### config.mk
export PLATFORM = sky130hd
export DESIGN_NAME = run_length_detector
export DESIGN_NICKNAME = d
export VERILOG_FILES = /design/src/rtl/run_det_pkg.sv /design/src/rtl/run_length_detector_sat_counter.sv /design/src/rtl/run_length_detector.sv
export SDC_FILE = /design/constraint.sdc
export NUM_CORES = 1
export LEC_CHECK = 0
export BUFFER_PORTS_ARGS = -buffer_cell sky130_fd_sc_hd__buf_2
export CAP_MARGIN = 20
export CORE_ASPECT_RATIO = 0.8
export CORE_UTILIZATION = 44
export DETAILED_ROUTE_END_ITERATION = 12
export MAX_ROUTING_LAYER = met4
export PLACE_DENSITY = 0.75
export SETUP_SLACK_MARGIN = 0.5
export SYNTH_ARGS = -nofsm -noshare
export SYNTH_HDL_FRONTEND = slang
export SYNTH_HIERARCHICAL = 1
export SYNTH_SLANG_ARGS = --single-unit
### constraint.sdc
create_clock -name clk -period 1.6 [get_ports clk]
set_input_delay 0.16 -clock clk [delete_from_list [all_inputs] [get_ports clk]]
set_output_delay 0.16 -clock clk [all_outputs]
set_load 0.01 [all_outputs]
### src/rtl/run_det_pkg.sv
// Shared index helpers and mode encoding for the run-length detector.
package run_det_pkg;

   localparam logic MODE_SATURATE = 1'b0;
   localparam logic MODE_RESTART  = 1'b1;

   function automatic int idx_idle();
      return 0;
   endfunction

   function automatic int idx_z(input int k);
      return k;
   endfunction

   function automatic int idx_o(input int run_len, input int k);
      return run_len + k;
   endfunction

endpackage

### src/rtl/run_length_detector_sat_counter.sv
// Saturating up-counter with synchronous clear; clear wins over increment.
module sat_counter #(
   parameter int CNT_W = 8
) (
   input  logic             clk,
   input  logic             rst,
   input  logic             clr,
   input  logic             inc,
   output logic [CNT_W-1:0] cnt
);

   logic [CNT_W-1:0] cnt_q, cnt_d;

   always_comb begin
      cnt_d = cnt_q;
      if (clr)
         cnt_d = '0;
      else if (inc && (cnt_q != {CNT_W{1'b1}}))
         cnt_d = cnt_q + 1'b1;
   end

   always_ff @(posedge clk) begin
      if (!rst)
         cnt_q <= '0;
      else
         cnt_q <= cnt_d;
   end

   assign cnt = cnt_q;

endmodule

### src/rtl/run_length_detector.sv
// Moore one-hot detector for RUN_LEN equal consecutive samples of w.
// Optional one-hot self-check: define RUN_LENGTH_DETECTOR_ONEHOT_CHECK_EN.
//
// state      | meaning
// IDLE  (0)  | no sample seen since reset / recovery
// Zk    (k)  | k consecutive zeros seen, k = 1..RUN_LEN
// Ok (RL+k)  | k consecutive ones seen,  k = 1..RUN_LEN
module run_length_detector
   import run_det_pkg::*;
#(
   parameter int RUN_LEN = 4,
   parameter int CNT_W   = 8
) (
   input  logic                 clk,
   input  logic                 rst,
   input  logic                 en,
   input  logic                 w,
   input  logic                 mode_restart,
   input  logic                 clr_cnt,
   output logic [2*RUN_LEN:0]   state,
   output logic                 z,
   output logic                 z_zero,
   output logic                 z_one,
   output logic [CNT_W-1:0]     det_cnt,
   output logic                 err
);

   localparam int NS   = 2*RUN_LEN + 1;
   localparam int I_ZR = idx_z(RUN_LEN);
   localparam int I_OR = idx_o(RUN_LEN, RUN_LEN);
   localparam int I_O1 = idx_o(RUN_LEN, 1);
   localparam logic [NS-1:0] ST_IDLE = NS'(1) << idx_idle();

   logic [NS-1:0] state_q, state_d;
   logic          restart;
   logic          illegal;
   logic          det_inc;

   assign restart = (mode_restart == MODE_RESTART);

   always_comb begin
      state_d = state_q;
      illegal = 1'b0;
      if (en) begin
         state_d = '0;
         for (int k = 2; k <= RUN_LEN; k++) begin
            state_d[idx_z(k)]          = ~w & state_q[idx_z(k-1)];
            state_d[idx_o(RUN_LEN, k)] =  w & state_q[idx_o(RUN_LEN, k-1)];
         end
         // Terminal states either hold (saturate) or fold back to the first step.
         state_d[I_ZR] = state_d[I_ZR] | (~w & ~restart & state_q[I_ZR]);
         state_d[I_OR] = state_d[I_OR] | ( w & ~restart & state_q[I_OR]);
         state_d[idx_z(1)] = ~w & (state_q[idx_idle()] | (|state_q[I_OR:I_O1])
                                   | (restart & state_q[I_ZR]));
         state_d[I_O1]     =  w & (state_q[idx_idle()] | (|state_q[I_ZR:idx_z(1)])
                                   | (restart & state_q[I_OR]));
      end
`ifdef RUN_LENGTH_DETECTOR_ONEHOT_CHECK_EN
      illegal = (state_q == '0) ||
                ((state_q & (state_q - {{(NS-1){1'b0}}, 1'b1})) != '0);
      if (illegal)
         state_d = ST_IDLE;
`endif
   end

   assign det_inc = ((state_d[I_ZR] & ~state_q[I_ZR]) |
                     (state_d[I_OR] & ~state_q[I_OR])) & ~illegal;

   always_ff @(posedge clk) begin
      if (!rst)
         state_q <= ST_IDLE;
      else
         state_q <= state_d;
   end

`ifdef RUN_LENGTH_DETECTOR_ONEHOT_CHECK_EN
   logic err_q;

   always_ff @(posedge clk) begin
      if (!rst)
         err_q <= 1'b0;
      else
         err_q <= illegal;
   end

   assign err = err_q;
`else
   assign err = 1'b0;
`endif

   sat_counter #(.CNT_W(CNT_W)) u_det_cnt (
      .clk (clk),
      .rst (rst),
      .clr (clr_cnt),
      .inc (det_inc),
      .cnt (det_cnt)
   );

   assign state  = state_q;
   assign z_zero = state_q[I_ZR];
   assign z_one  = state_q[I_OR];
   assign z      = z_zero | z_one;

endmodule
# Yosys cells after proc, flatten, opt, wreduce, memory -nomap -nowiden
# Cells that the tools add are included.
# Widths: inputs -> output; s select.
# word_totals
ff_bits,17
latch_bits,0
mem_bits_rw,0
mem_bits_ro,0
out_inout_bits,21
word_cells,39
mem_count,0
# classes
addsub,1
multipliers,0
div,0
magnitude_cmp,0
eq_ne,1
n_shift,0
muxes,1
n_bitwise,29
reduce_logical,4
# op_table
cell,count
$and 1x1->1,16
$mux 9,1
$add 8x1->8 const B,1
$ne 8x8->1 const B,1
$or 1x1->1,8
$reduce_or 4->1,2
$not 1->1,5
$reduce_or 2->1,1
$logic_and 1x1->1,1

# Depth between registers and ports, before layout
# logic_depth
word_depth,8
mapped_depth,7
mapped_depth_nobuf,6

# Hierarchy
# Netlist, hierarchy kept.
# modules_own_cells
module,instances,cells_per_inst,area_each_um2
run_length_detector,1,55,457.9
sat_counter,1,46,421.7

# Least setup slack after synthesis
# No wires, ideal clock.
# synth_path
kind,reg2reg
startpoint,"register state_q[3], in the netlist state[3]"
endpoint,"register u_det_cnt.cnt_q[5], in the netlist u_det_cnt/cnt[5]"
setup_time_ns,0.072
arrival_ns,1.548
required_time_ns,1.528
path_slack_ns,-0.020
path_stages_with_launch,7
period_less_slack_ns,1.620
cell_sequence,dfxtp_1 inv_1 o32a_1 nor2_1 nand4_1 a211oi_2 mux2i_1
# synth_via
elab_chain_len,6
# synth_rtl
item,line,rtl
start: declaration,run_length_detector.sv:34,"logic [NS-1:0] state_q, state_d;"
start signal: assignment,run_length_detector.sv:73,state_q <= state_d;
$and 1x1->1,run_length_detector.sv:47,state_d[idx_z(k)] = ~w & state_q[idx_z(k-1)];
$or 1x1->1,run_length_detector.sv:51,state_d[I_ZR] = state_d[I_ZR] | (~w & ~restart & state_q[I_ZR]);
$mux 9,run_length_detector.sv:44,if (en) begin
$and 1x1->1,run_length_detector.sv:66,assign det_inc = ((state_d[I_ZR] & ~state_q[I_ZR]) |
$or 1x1->1,run_length_detector.sv:66,
net det_inc,run_length_detector.sv:37,logic det_inc;
$logic_and 1x1->1,run_length_detector_sat_counter.sv:18,else if (inc && (cnt_q != {CNT_W{1'b1}}))
end signal: assignment,run_length_detector_sat_counter.sv:26,cnt_q <= cnt_d;
end: declaration,run_length_detector_sat_counter.sv:12,"logic [CNT_W-1:0] cnt_q, cnt_d;"
# The timed path passes the listed nets, and every way through them passes these cells.
# A chain may end at the register's enable or synchronous reset.

# Final worst setup path
# layout_path
startpoint,"register state_q[3], in the netlist state[3]"
endpoint,"register u_det_cnt.cnt_q[3], in the netlist u_det_cnt/cnt[3]"
# Same word-level chain as after synthesis.

==> flow_metrics.tcl <==
set metrics [dict create \
    grt_pass1_wl_um 3420 \
    slew_headroom_pct 64.7 \
    crit-reg2reg-launch "state[3]" \
    rows 14 \
    rsz0062_at_grt "yes" \
    avgSynthCellArea_sq_um 8.71 \
    regToRegSetupSlack_ns 0.10 \
    initial_core_util_pct 46.9 \
    yosysWarnings 6 \
    synth.distinct_cells 37 \
    worst_r2r_endpoint "u_det_cnt/cnt[3]" \
    setup_tns_ns 0 \
    start_kind "register" \
    synth-simple-area-share_pct 27.7 \
    max_slew.worst_pin.slew_ns 0.528 \
    grt_antenna_before_repair 0 \
    synth_top_family_by_area "simple AND/OR/NAND/NOR gates" \
    ir_worst_vdd_uv 570 \
    finalClockSkew_ns 0.00286 \
    netlist_area_sq_um 880 \
    detail_route.first_pass.iterations 4 \
    required_ns 1.78 \
    hold_path_end "state[5]" \
    status "complete, no violations" \
    layout-drive-gt1-share_pct 43.9 \
    core_area_sq_mm 0.00187 \
    vias 877 \
    drc 0 \
    endpoint_kind "register" \
    final_net_count 140 \
    hp-start "rst" \
    cts_buffers 3 \
    antenna_left 0 \
    setup_viol 0 \
    cts.path.max_buffers 2 \
    fillers 163 \
    grt.total_usage_pct 21.5 \
    post-route-period-util_pct 93.6 \
    yosysSeqAreaShare_pct 38.7 \
    synth_seq_cells 17 \
    synth_nets 108 \
    syn_inst 101 \
    io_buffer_count 25 \
    grt_max_degree 12 \
    die-area_sq_mm 0.00218 \
    cts_max_level 1 \
    max_stage_delay_ns 0.36 \
    ios 27 \
    path_max_fanout 5 \
    diodes 0 \
    place_ws_ns 0.0698 \
    cap_violations 0 \
    cts_root_buf "clkbuf_4" \
    cts.sinks 17 \
    gp_congestion 0.819 \
    avgRoutedWirePerCell_um 13.7 \
    ctsHoldBuffers 0 \
    drv_slew 0 \
    synth.mux.area_fraction_pct 3.41 \
    synth_compound_area_share_pct 21.8 \
    gr-total-overflow 0 \
    synthAdderAreaFrac_pct 1.42 \
    fin_crit_ns 1.50 \
    final_hold_viol_count 0 \
    powerDensity_mw_per_mm2 632 \
    synth-xor-area-share_pct 0 \
    leakage_nw 0.495 \
    insertion_delay_ns 0.28 \
    max_freq_ghz 0.668 \
    arrival_ns 1.68 \
    worstPathCellList "inv_2 -> o32a_1 -> nor2_4 -> nand4_1 -> buf_4 -> a21oi_2 -> a21oi_1" \
    die_h_um 42.0 \
    syn_to_final_growth_pct 28.7 \
    vias_per_cell 5.62 \
    cts.clk_slew.worst_paths_ns 0.09 \
    worst_slack_ns 0.102 \
    slowest_stage "dfxtp_4" \
    hp-class "in2reg" \
    setup.worst_path.class "reg2reg" \
    wl_um 2140 \
    fp.dieW_um 52.0 \
    hpwl_um 1440 \
    min_path_cells 2 \
    p_total_mw 0.715 \
    cts_tree "built" \
    grt_pass1_vias 766 \
    drt_iter0_markers 27 \
    worst-r2r-cell-count 7 \
]
==> worst max-delay path, delay by kind of cell (launching register included) <==
kind            cells  cell delay, ns
buf+inv             2            0.21
flops               1            0.36
simple gates        2            0.31
compound gates      3            0.52
==> layout make-up <==
type | instances | area, sq um | share of cell area (%)
Multi-Input combinational cell | 75 | 524 | 46.3
Clock buffer | 3 | 22.5 | 1.99
Sequential cell | 17 | 350 | 30.9
Timing Repair Buffer | 33 | 189 | 16.7
Inverter | 3 | 11.3 | 0.994
Tap cell | 24 | 30.0 | 2.65
Clock inverter | 1 | 5.00 | 0.442
==> cell usage after synthesis, drive strengths merged <==
library cell,n,area (sq um)
dfxtp,17,340
nand2,13,48.8
a21oi,11,55.1
buf,6,46.3
and4,5,46.3
nand3,5,25.0
nor2b,5,33.8
nand2b,4,25.0
inv,3,11.3
mux2i,3,30.0
nor2,3,11.3
o21ai,3,15.0
a21o,2,15.0
a2bb2oi,2,17.5
a31oi,2,12.5
nor3,2,10.0
nor4,2,18.8
a211o,1,8.76
a211oi,1,12.5
a21boi,1,11.3
a311oi,1,8.76
a31o,1,8.76
and2,1,6.26
and3,1,6.26
conb,1,3.75
ha,1,12.5
nand4,1,6.26
o32a,1,10.0
o41ai,1,16.3
or2,1,6.26
==> report_power, final <==
| part | leakage [nW] | switching (mW) | internal [mW] |
|---|---|---|---|
| clock | 0.0177 | 0.126 | 0.0928 |
| combinational | 0.337 | 0.0357 | 0.0253 |
| sequential | 0.141 | 0.00818 | 0.427 |
==> per-stage QoR <==
step | std cells | hold WS, ns | utilization (%) | cell area, sq um
floorplan | 101 | 0.307 | - | 886
global placement | 147 | 0.482 | 54.3 | 1020
detailed placement | 147 | 0.484 | 54.3 | 1020
CTS | 155 | 0.178 | 58.5 | 1100
global route | 156 | 0.181 | 60.4 | 1130
finish | 156 | 0.186 | 60.4 | 1130
==> how the worst max path moves through the flow <==
stage,start,endpoint,slack (ns),depth (start not counted)
finish,state[3],u_det_cnt/cnt[3],0.10,7
global route,state[3],u_det_cnt/cnt[0],0.06,6
detailed placement,state[3],u_det_cnt/cnt[6],0.07,6
global placement,state[3],u_det_cnt/cnt[5],0.09,6
floorplan,state[3],u_det_cnt/cnt[6],0.14,6
CTS,state[3],u_det_cnt/cnt[5],0.14,6
==> registers in the layout, summed over array words and instances, names as in the netlist <==
name,count
state,9
u_det_cnt/cnt,8
==> kinds of logic (layout without fill, tap and decap cells) <==
logic type | Yosys count | count (layout)
fa+ha+maj | 1 | 1
simple gates | 43 | 43
other cells | 1 | 1
flops | 17 | 17
buf+inv | 9 | 40
mux | 3 | 3
compound gates | 27 | 27
==> timing repair <==
item | 4_1_cts | 5_1_grt
buffers inserted | 4 | 1
hold endpoints to repair | 0 | 0
endpoints found under the setup margin | 11 | 19
gates resized for setup | 6 | 8
pin swaps | 5 | 4
==> layout by cell type, fill, tap and decap left out, types with 2 or more instances in the layout <==
master     Yosys  final
clkbuf_4       0      3
buf_2          1     25
nand2_1       13     13
a2bb2oi_1      2      2
nor2b_1        4      4
and4_1         4      3
dfxtp_1       17     11
buf_4          4      7
mux2i_1        3      3
nand3_1        5      5
a21oi_2        0      2
nor2_1         3      2
o21ai_0        2      2
a31oi_1        2      2
and4_4         1      2
nand2b_1       4      4
dfxtp_2        0      5
inv_2          1      2
a21o_1         2      2
nor3_1         2      2
a21oi_1       11      9
==> per-layer routing <==
layer  vias up  wire [um]  global-route usage [%]
met2        31       1030                    31.5
met5         -          0                       -
li1        424          -                       -
met4         0         17                    7.03
met3         4        104                    6.52
met1       418        996                    28.1
Note: power is estimated with default switching activity, not from simulation.
